File: config.mk
export PLATFORM = sky130hd
export DESIGN_NAME = logic_op_sequencer
export DESIGN_NICKNAME = d
export VERILOG_FILES = /design/src/rtl/logic_op_sequencer_pkg.sv /design/src/rtl/logic_op_sequencer_settle_counter.sv /design/src/rtl/logic_op_sequencer.sv
export SDC_FILE = /design/constraint.sdc
export NUM_CORES = 1
export LEC_CHECK = 0
export CAP_MARGIN = 15
export CORE_ASPECT_RATIO = 0.7
export CORE_MARGIN = 2
export CORE_UTILIZATION = 40
export DETAILED_ROUTE_END_ITERATION = 10
export PLACE_DENSITY = 0.7
export SYNTH_ARGS = -nofsm -noshare
export SYNTH_HDL_FRONTEND = slang
export SYNTH_SLANG_ARGS = --single-unit
File: constraint.sdc
create_clock -name clk -period 1.8 [get_ports clk]
set_input_delay 0.27 -clock clk [delete_from_list [all_inputs] [get_ports clk]]
set_output_delay 0.27 -clock clk [all_outputs]
set_load 0.03 [all_outputs]
File: src/rtl/logic_op_sequencer_pkg.sv
// Shared opcodes, FSM state encoding and default width
// for the logic-unit accumulator sequencer.
package logic_op_sequencer_pkg;

    localparam int K_DEF = 4;

    localparam logic [2:0] OP_NOP  = 3'd0;
    localparam logic [2:0] OP_LOAD = 3'd1;
    localparam logic [2:0] OP_NOR  = 3'd2;
    localparam logic [2:0] OP_AND  = 3'd3;
    localparam logic [2:0] OP_OR   = 3'd4;
    localparam logic [2:0] OP_XOR  = 3'd5;
    localparam logic [2:0] OP_NAND = 3'd6;
    localparam logic [2:0] OP_CLR  = 3'd7;

    typedef enum logic [1:0] {
        ST_IDLE = 2'd0,
        ST_EXEC = 2'd1,
        ST_RESP = 2'd2
    } state_t;

    function automatic logic is_alu(input logic [2:0] op);
        return (op >= OP_NOR) && (op <= OP_NAND);
    endfunction

endpackage

File: src/rtl/logic_op_sequencer_settle_counter.sv
// Settle-time down counter: loaded on command accept,
// flags the last cycle the op-unit inputs must be held.
module logic_op_sequencer_settle_counter #(
    parameter int SETTLE = 1
) (
    input  logic clk,
    input  logic rst_n,
    input  logic i_load,
    input  logic i_dec,
    output logic o_last
);

    localparam logic [3:0] LOAD_VAL = 4'(SETTLE);

    logic [3:0] r_cnt;

    // Load on accept, count down while executing
    always_ff @(posedge clk) begin
        if (!rst_n) begin
            r_cnt <= '0;
        end else if (i_load) begin
            r_cnt <= LOAD_VAL;
        end else if (i_dec && (r_cnt != 4'd0)) begin
            r_cnt <= r_cnt - 4'd1;
        end
    end

    assign o_last = (r_cnt == 4'd1);

endmodule

File: src/rtl/logic_op_sequencer.sv
// Command-driven accumulator controller that drives the
// external logic op units and returns the new accumulator.
module logic_op_sequencer
    import logic_op_sequencer_pkg::*;
#(
    parameter int K      = K_DEF,
    parameter int SETTLE = 1
) (
    input  logic         clk,
    input  logic         rst_n,
    input  logic         cmd_valid,
    output logic         cmd_ready,
    input  logic [2:0]   cmd_op,
    input  logic [K-1:0] cmd_data,
    output logic [K-1:0] op_a,
    output logic [K-1:0] op_b,
    output logic [2:0]   op_sel,
    input  logic [K-1:0] op_result,
    output logic         resp_valid,
    input  logic         resp_ready,
    output logic [K-1:0] resp_data,
    output logic [K-1:0] acc,
    output logic [7:0]   ops_count
);

    state_t       r_state;
    state_t       w_next;
    logic [K-1:0] r_acc;
    logic [K-1:0] r_opb;
    logic [2:0]   r_opq;
    logic [7:0]   r_ops;
    logic [K-1:0] w_acc_next;
    logic         w_accept;
    logic         w_resp_hs;
    logic         w_last;
    logic         w_exec;

    assign w_exec = (r_state == ST_EXEC);

    logic_op_sequencer_settle_counter #(
        .SETTLE (SETTLE)
    ) u_settle (
        .clk    (clk),
        .rst_n  (rst_n),
        .i_load (w_accept),
        .i_dec  (w_exec),
        .o_last (w_last)
    );

    // Next state and next accumulator value
    always_comb begin
        w_next     = r_state;
        w_acc_next = r_acc;
        w_accept   = 1'b0;
        w_resp_hs  = 1'b0;
        unique case (r_state)
            ST_IDLE: begin
                if (cmd_valid) begin
                    w_accept = 1'b1;
                    if (is_alu(cmd_op)) begin
                        w_next = ST_EXEC;
                    end else begin
                        w_next = ST_RESP;
                        if (cmd_op == OP_LOAD) begin
                            w_acc_next = cmd_data;
                        end else if (cmd_op == OP_CLR) begin
                            w_acc_next = '0;
                        end
                    end
                end
            end
            ST_EXEC: begin
                if (w_last) begin
                    w_acc_next = op_result;
                    w_next     = ST_RESP;
                end
            end
            ST_RESP: begin
                if (resp_ready) begin
                    w_resp_hs = 1'b1;
                    w_next    = ST_IDLE;
                end
            end
            default: w_next = ST_IDLE;
        endcase
    end

    // State register
    always_ff @(posedge clk) begin
        if (!rst_n) begin
            r_state <= ST_IDLE;
        end else begin
            r_state <= w_next;
        end
    end

    // Accumulator, latched command and response counter
    always_ff @(posedge clk) begin
        if (!rst_n) begin
            r_acc <= '0;
            r_opb <= '0;
            r_opq <= OP_NOP;
            r_ops <= 8'd0;
        end else begin
            r_acc <= w_acc_next;
            if (w_accept) begin
                r_opq <= cmd_op;
                r_opb <= cmd_data;
            end
            if (w_resp_hs) begin
                r_ops <= r_ops + 8'd1;
            end
        end
    end

    assign cmd_ready  = (r_state == ST_IDLE);
    assign resp_valid = (r_state == ST_RESP);
    assign resp_data  = r_acc;
    assign acc        = r_acc;
    assign op_a       = r_acc;
    assign op_b       = r_opb;
    assign op_sel     = w_exec ? r_opq : OP_NOP;
    assign ops_count  = r_ops;

endmodule

==> flow_metrics.py, run 1 <==
metrics = {
    "run_status": {
        "status": "completed",
    },
    "die": {
        "fp.dieW_um": 72.4,
        "pin_count": 44,
        "die_height_um": 51.9,
        "rows": 17,
        "coreArea_mm2": 0.00315,
        "start_util": 0.416,
        "dieArea_mm2": 0.00376,
    },
    "run": {
        "drv_cap": 0,
    },
    "final_layout": {
        "seq_area_um2": 502,
        "area_delta_synth_final_pct": 36.3,
        "final_common_cell": "clkdlybuf4s50_1",
        "multi_input_area_um2": 682,
        "final_nets": 209,
        "diodes": 0,
        "fillers": 287,
        "drive_gt1_frac": 0.111,
        "final_cell_mix": "clkdlybuf4s50_1, dfxtp_1, nand2_1",
    },
    "hold_path": {
        "hold_class": "flip-flop to flip-flop",
        "hold_path_depth": 2,
    },
    "power_and_ir_drop": {
        "p_int_mw": 0.922,
        "power_frac_seq": 0.454,
        "p_total_mw": 1.36,
        "combPwrFrac": 0.287,
        "clockPowerShare": 0.260,
        "p_leak_nw": 0.671,
        "ir_worst_vdd_mv": 0.556,
        "switchingPower_mw": 0.433,
        "p_per_area_mw_per_mm2": 759,
        "p_sw_frac": 0.320,
    },
    "synth": {
        "syn_area_mm2": 0.00131,
        "synthArstFlopShare": 0,
        "yosysUniqueCellTypes": 42,
        "synth-edff-count": 0,
        "synth_top_flop_cell": "dfxtp_1",
        "ys_seq_area_frac": 0.382,
        "synth_cells": 150,
        "ys_warn_count": 0,
        "synth_top_cell_area_share": 0.382,
        "synthSimpleGateAreaFrac": 0.260,
        "synth_top_family_by_area": "simple AND/OR/NAND/NOR gates",
        "yosys.area.top_type": "dfxtp_1",
        "ys_seq_elements": 25,
        "synthXorXnorAreaFrac": 0.0134,
        "avgSynthCellArea_um2": 8.73,
        "synth-adder-area-share": 0.0287,
        "synth.area.top_cells": "dfxtp_1, a21oi_1, nand2_1",
        "synth_compound_area_frac": 0.203,
        "synthMuxAreaShare": 0.0153,
        "syn_nets": 168,
    },
    "sta": {
        "finalHoldViolCount": 0,
        "period_needed_ps": 1720,
        "fin_tns_setup_ps": 0,
        "grt_setup_unrepaired": "false",
        "max_freq_mhz": 582,
        "finClkSkew_ps": 4.85,
        "worstMarginPinSlew_ps": 649,
        "slew_headroom": 0.567,
        "setup_violations": 0,
        "slew_viol_final": 0,
        "finalCritPeriodShare": 0.954,
    },
    "grt": {
        "grt_pass1_wl_mm": 5.64,
        "track_usage": 0.197,
        "grt-ovfl-total": 0,
        "grt_pass1_vias": 1186,
        "grt_max_degree": 21,
        "antenna_found_initial": 0,
    },
    "drt": {
        "detail-route-antenna-nets": 0,
        "dr.pass1.iters": 4,
        "route.met3.wl_um": 182,
        "wl_per_cell_um": 14.8,
        "dr.max_layer_used": "met4",
        "wirelength_mm": 3.38,
        "wl_met2_mm": 1.54,
        "drc_errors": 0,
        "viasPerCell": 5.51,
        "routedLengthMet1_mm": 1.62,
        "dr_total_vias": 1256,
        "drtIter0Drc": 55,
    },
    "clock_tree": {
        "cts_tree": "done",
        "htree_levels": 1,
        "post-cts-setup-buffers": 0,
        "postCtsHoldBufs": 0,
        "clock_sinks": 25,
        "cts_max_path_buffers": 2,
        "clk_latency_ps": 280,
        "cts_root_buf": "clkbuf_8",
        "cts.repair.resized": 1,
        "cts_made_buffers": 3,
        "clk_pin_slew_ps": 90,
    },
    "critical_path": {
        "path_max_fanout": 12,
        "crit_path_end_kind": "primary output",
        "critPathLaunchType": "flip-flop",
        "reg2reg_depth": 5,
        "arrival_ps": 1450,
        "critPathKind": "flip-flop to primary output",
        "cp.required_ps": 1530,
    },
    "place": {
        "place.gp.congestion": 0.758,
        "place_hpwl_mm": 2.62,
        "io_buffers": 43,
    },
}
==> through the flow <==
| step | hold slack, ps | area, um^2 | util | instances | worst slack, ps |
|---|---|---|---|---|---|
| 2_1_floorplan | 387 | 1310 | - | 150 | 332 |
| 3_3_place_gp | 444 | 1740 | 0.551 | 224 | 124 |
| 3_5_place_dp | 449 | 1740 | 0.551 | 224 | 73.9 |
| 4_1_cts | 463 | 1780 | 0.567 | 228 | 9.92 |
| 5_1_grt | 496 | 1790 | 0.567 | 228 | 6.30 |
| 6_report | 459 | 1790 | 0.567 | 228 | 82.6 |
==> final cells by class <==
cell class	count	share of cell area
clock buffers	3	0.0231
inverters	6	0.0126
clock inverters	1	0.00491
flip-flops and latches	25	0.281
well taps	38	0.0266
multi-input cells	104	0.382
repair buffers	51	0.270
==> power by group through the flow <==
stage	clock network [mW]	registers [mW]	logic, mW
after floorplan	0	0.650	0.224
after global placement	0	0.624	0.382
after detailed placement	0	0.627	0.390
after CTS	0.367	0.614	0.390
after global routing	0.392	0.622	0.417
final	0.352	0.615	0.388
==> path summary, 6_finish.rpt <==
path,startpoint,to,slack [ps]
worst min-delay path,op_b[0],op_b[0],460
worst min register to register,op_b[0],op_b[0],460
worst max register to register,u_settle.r_cnt[1],acc[3],280
worst max-delay path,r_state[0],cmd_ready,80
==> metal layers <==
metal,global-route usage,up-vias
met5,0,-
met4,0.0463,0
met3,0.0484,4
met2,0.324,37
met1,0.262,591
li1,-,624
==> critical path, stage by stage (launching register included) <==
cell and delay, ps:
dfxtp_2 390, nor2_1 120, clkdlybuf4s50_1 670
==> logic make-up after synthesis <==
family,after synthesis
compound gates,40
xor+xnor,2
fa+ha+maj,3
buf+inv,21
flops,25
mux,2
simple gates,57
==> sequential cells by signal, indices dropped and copies added, names as in the netlist <==
| name | cells |
|---|---|
| ops_count | 8 |
| acc | 4 |
| op_b | 4 |
| u_settle.r_cnt | 4 |
| r_opq | 3 |
| r_state | 2 |
==> synthesized netlist by cell type, types with 2 or more instances <==
| master | count |
|---|---|
| dfxtp_1 | 25 |
| nand2_1 | 18 |
| a21oi_1 | 16 |
| buf_4 | 8 |
| nand3_1 | 7 |
| inv_1 | 6 |
| nor2_1 | 5 |
| a211oi_1 | 4 |
| a221oi_1 | 4 |
| or4_1 | 4 |
| a32oi_1 | 3 |
| and2_1 | 3 |
| ha_1 | 3 |
| nand2b_1 | 3 |
| nor3b_1 | 3 |
| o21ai_0 | 3 |
| o31ai_1 | 3 |
| a22o_1 | 2 |
| a311oi_1 | 2 |
| buf_2 | 2 |
| buf_6 | 2 |
| clkbuf_1 | 2 |
| mux2i_1 | 2 |
| nand4b_1 | 2 |
(Power assumes the default switching activity.)
==> run 2: changes to the inputs <==
Settings changed: GPL_ROUTABILITY_DRIVEN set to 0.
Clock period 1.8 ns to 2.15 ns, I/O delays scaled along.
==> flow_metrics.py, run 2 (synthesized netlist as in run 1, its figures left out) <==
metrics = {
    "final_layout": {
        "diodes": 0,
        "area_delta_synth_final_pct": 32.9,
        "final_nets": 203,
        "drive_gt1_frac": 0.0815,
        "largest_reg_flops": 8,
        "fin_cells": 222,
        "final_util": 0.553,
        "final_common_cell": "clkdlybuf4s50_1",
        "fin_area_mm2": 0.00174,
        "final_cell_mix": "clkdlybuf4s50_1, dfxtp_1, nand2_1",
    },
    "critical_path": {
        "crit_path_end_kind": "primary output",
        "critPathLaunchType": "flip-flop",
        "cp.required_ps": 1830,
        "path_max_fanout": 11,
        "arrival_ps": 1720,
        "critPathKind": "flip-flop to primary output",
    },
    "grt": {
        "grt_pass1_vias": 1092,
        "track_usage": 0.184,
        "antenna_found_initial": 0,
        "grt-ovfl-total": 0,
        "grt_pass1_wl_mm": 5.29,
        "grt_max_degree": 21,
    },
    "clock_tree": {
        "clk_pin_slew_ps": 90,
        "clk_latency_ps": 270,
        "post-cts-setup-buffers": 0,
        "cts_root_buf": "clkbuf_8",
        "cts_max_path_buffers": 2,
        "htree_levels": 1,
        "cts_tree": "done",
        "cts_made_buffers": 3,
        "clock_sinks": 25,
    },
    "run_status": {
        "status": "completed",
    },
    "sta": {
        "layout_setup_ws_ps": 109,
        "slew_headroom": 0.581,
        "setup_violations": 0,
        "finalCritPeriodShare": 0.949,
        "grt_setup_unrepaired": "false",
        "finClkSkew_ps": 6.24,
        "worstMarginPinSlew_ps": 628,
        "fin_tns_setup_ps": 0,
        "hold_ws_ps": 460,
        "slew_viol_final": 0,
        "max_freq_mhz": 490,
        "finalHoldViolCount": 0,
        "period_needed_ps": 2040,
    },
    "power_and_ir_drop": {
        "p_total_mw": 1.11,
        "p_leak_nw": 0.632,
        "p_per_area_mw_per_mm2": 638,
        "ir_worst_vdd_mv": 0.433,
    },
    "drt": {
        "dr.pass1.iters": 4,
        "wirelength_mm": 3.24,
        "drtIter0Drc": 61,
        "dr_total_vias": 1231,
        "wl_per_cell_um": 14.6,
        "viasPerCell": 5.55,
        "drc_errors": 0,
        "detail-route-antenna-nets": 0,
    },
    "die": {
        "start_util": 0.416,
        "rows": 17,
        "pin_count": 44,
        "coreArea_mm2": 0.00315,
        "fp.dieW_um": 72.4,
        "die_height_um": 51.9,
        "dieArea_mm2": 0.00376,
    },
    "place": {
        "placedCellCount": 218,
        "place_hpwl_mm": 2.47,
        "dpl_cell_area_mm2": 0.00169,
        "post-place-ws_ps": 318,
        "io_buffers": 43,
    },
    "hold_path": {
        "hold_class": "flip-flop to flip-flop",
    },
    "run": {
        "drv_cap": 0,
    },
}
==> run 2: cell types whose count changed in the layout (fill, tap and decap cells not counted) <==
cell,before,now
buf_4,11,5
clkdlybuf4s50_1,39,40
clkinvlp_4,0,1
inv_6,1,0
dlygate4sd2_1,1,0
==> run 2: final timing paths <==
kind | startpoint | endpoint | slack, ps | depth (start not counted)
max | r_state[1] | resp_valid | 110 | 2
min | op_b[0] | op_b[0] | 460 | 2
max reg2reg | r_state[0] | u_settle.r_cnt[2] | 570 | 3
min reg2reg | op_b[0] | op_b[0] | 460 | 2
==> run 2: layout make-up <==
type	count	area, um^2
repair buffers	45	438
clock inverters	1	7.51
clock buffers	3	41.3
fillers	292	1410
inverters	6	22.5
multi-input cells	104	682
well taps	38	47.5
flip-flops and latches	25	502
==> run 2: report_power, final <==
part / total, mW / leakage [nW] / internal, mW / switching (mW)
combinational: 0.307 / 0.406 / 0.137 / 0.171
sequential: 0.519 / 0.204 / 0.489 / 0.0298
clock: 0.285 / 0.0217 / 0.132 / 0.154
==> run 2: timing repair <==
action / 4_1_cts / 5_1_grt
gates resized for setup: 0 / 1
setup endpoints to repair: 0 / 1
hold buffers: 0 / 0
==> run 2: critical path, cell delays in order, from the launching register on <==
cell	delay, ps
dfxtp_2	460
nor2b_1	270
clkdlybuf4s50_1	720
==> run 2: layer usage <==
layer / GRT usage / wire, um / up-vias / share of wire
met2: 0.265 / 1350 / 49 / 0.42
met3: 0.0523 / 243 / 4 / 0.075
met5: 0 / 0 / - / 0
met1: 0.270 / 1620 / 574 / 0.50
met4: 0.0401 / 29 / 0 / 0.0089
li1: - / - / 604 / -
==> run 3: changes to the inputs <==
Settings changed: CORE_MARGIN 2 to unset, GPL_TIMING_DRIVEN set to 0.
==> flow_metrics.py, run 3 (synthesized netlist as in run 1, its figures left out) <==
metrics = {
    "run_status": {
        "status": "completed",
    },
    "hold_path": {
        "holdCritStartpoint": "r_opq[1]",
        "hold_path_depth": 2,
        "hold_class": "flip-flop to flip-flop",
        "holdPathEnd": "r_opq[1]",
    },
    "critical_path": {
        "critPathTopFamily": "buffers and inverters",
        "setup.worst_path.start": "r_state[0]",
        "slowest_delay_ps": 690,
        "worst-path-buf-inv": 2,
        "cp.required_ps": 1830,
        "r2r_end": "acc[3]",
        "cpMaxStageDelayCell": "clkdlybuf4s50_1",
        "crit_chain": "buf_6 -> nor2b_1 -> clkdlybuf4s50_1",
        "critPathKind": "flip-flop to primary output",
        "ff2ff_setup_slack_ps": 630,
        "critPathLaunchType": "flip-flop",
        "reg2reg_from": "u_settle.r_cnt[0]",
        "arrival_ps": 1650,
        "path_max_fanout": 10,
        "reg2reg_depth": 4,
        "crit_path_end_kind": "primary output",
    },
    "final_layout": {
        "fillers": 263,
        "final_nets": 216,
        "largest_reg_flops": 8,
        "diodes": 0,
        "drive_gt1_frac": 0.127,
        "final_common_cell": "clkdlybuf4s50_1",
        "multi_input_area_um2": 682,
        "final_cell_mix": "clkdlybuf4s50_1, dfxtp_1, nand2_1",
        "area_delta_synth_final_pct": 38.9,
        "seq_area_um2": 500,
    },
    "grt": {
        "grt-ovfl-total": 0,
        "grt_pass1_vias": 1180,
        "grt_max_degree": 16,
        "track_usage": 0.212,
        "grt_pass1_wl_mm": 5.74,
        "antenna_found_initial": 0,
    },
    "die": {
        "pin_count": 44,
        "coreArea_mm2": 0.00294,
        "rows": 16,
        "start_util": 0.445,
        "fp.dieW_um": 70.4,
        "dieArea_mm2": 0.00351,
        "die_height_um": 49.9,
    },
    "power_and_ir_drop": {
        "ir_worst_vdd_mv": 0.531,
        "p_per_area_mw_per_mm2": 631,
        "p_leak_nw": 0.688,
    },
    "clock_tree": {
        "postCtsHoldBufs": 0,
        "clk_latency_ps": 270,
        "cts_root_buf": "clkbuf_8",
        "cts_tree": "done",
        "cts_made_buffers": 3,
        "cts_max_path_buffers": 2,
        "clk_pin_slew_ps": 90,
        "htree_levels": 1,
        "post-cts-setup-buffers": 0,
        "clock_sinks": 25,
        "cts.repair.resized": 3,
    },
    "place": {
        "place_hpwl_mm": 2.73,
        "io_buffers": 43,
        "post-place-ws_ps": 37.0,
    },
    "sta": {
        "worstMarginPinSlew_ps": 614,
        "slew_headroom": 0.590,
        "period_needed_ps": 1980,
        "hold_ws_ps": 455,
        "max_freq_mhz": 506,
        "finalCritPeriodShare": 0.919,
        "slew_viol_final": 0,
        "grt_setup_unrepaired": "false",
        "finClkSkew_ps": 4.74,
        "setup_violations": 0,
        "layout_setup_ws_ps": 174,
        "fin_tns_setup_ps": 0,
        "finalHoldViolCount": 0,
    },
    "drt": {
        "viasPerCell": 5.45,
        "dr.pass1.iters": 4,
        "drtIter0Drc": 97,
        "wl_per_cell_um": 14.8,
        "drc_errors": 0,
        "dr_total_vias": 1270,
        "detail-route-antenna-nets": 0,
        "wirelength_mm": 3.45,
    },
    "run": {
        "drv_cap": 0,
    },
}
## run 3: cell types whose count changed in the layout (fill, tap and decap cells not counted), sizes merged
cell,delta
buf,+7
clkbuf,+6
## run 3: worst max path at each step
| stage | to | slack (ps) | depth (start not counted) |
|---|---|---|---|
| 2_1_floorplan | ops_count[6] | 680 | 4 |
| 3_3_place_gp | op_sel[2] | 90 | 4 |
| 3_5_place_dp | op_sel[2] | 40 | 4 |
| 4_1_cts | op_sel[2] | 3 | 4 |
| 5_1_grt | resp_valid | 80 | 3 |
| 6_report | resp_valid | 170 | 3 |
## run 3: tightest hold or removal path, cell delays in order (launching register included)
cell and delay (ps):
dfxtp_1 320, nand2_1 50, a21oi_1 50
## run 3: per-layer routing
metal	vias to the layer above	global-route usage	part of all wire	wire [um]
met5	-	0	0	0
met4	0	0.0500	0.0041	14
met3	2	0.0593	0.049	170
met2	36	0.333	0.45	1560
met1	596	0.287	0.49	1700
li1	636	-	-	-
## run 3: cell type report
| cell class | instances | area share |
|---|---|---|
| Timing Repair Buffer | 43 | 0.228 |
| Buffer | 15 | 0.0578 |
| Tap cell | 36 | 0.0248 |
| Clock inverter | 1 | 0.00413 |
| Clock buffer | 3 | 0.0227 |
| Inverter | 6 | 0.0124 |
| Sequential cell | 25 | 0.275 |
| Multi-Input combinational cell | 104 | 0.375 |
## run 3: per-stage QoR
stage / instance area, um^2 / total power, mW / util / instances
after floorplan: 1310 / 0.732 / - / 150
after global placement: 1790 / 0.858 / 0.607 / 229
after detailed placement: 1790 / 0.866 / 0.607 / 229
after CTS: 1830 / 1.15 / 0.622 / 233
after global routing: 1820 / 1.20 / 0.618 / 233
final: 1820 / 1.15 / 0.618 / 233
## run 3: power breakdown
group	switching (mW)	internal, mW
Clock	0.160	0.132
Combinational	0.185	0.158
Sequential	0.0238	0.489
Total	0.369	0.778
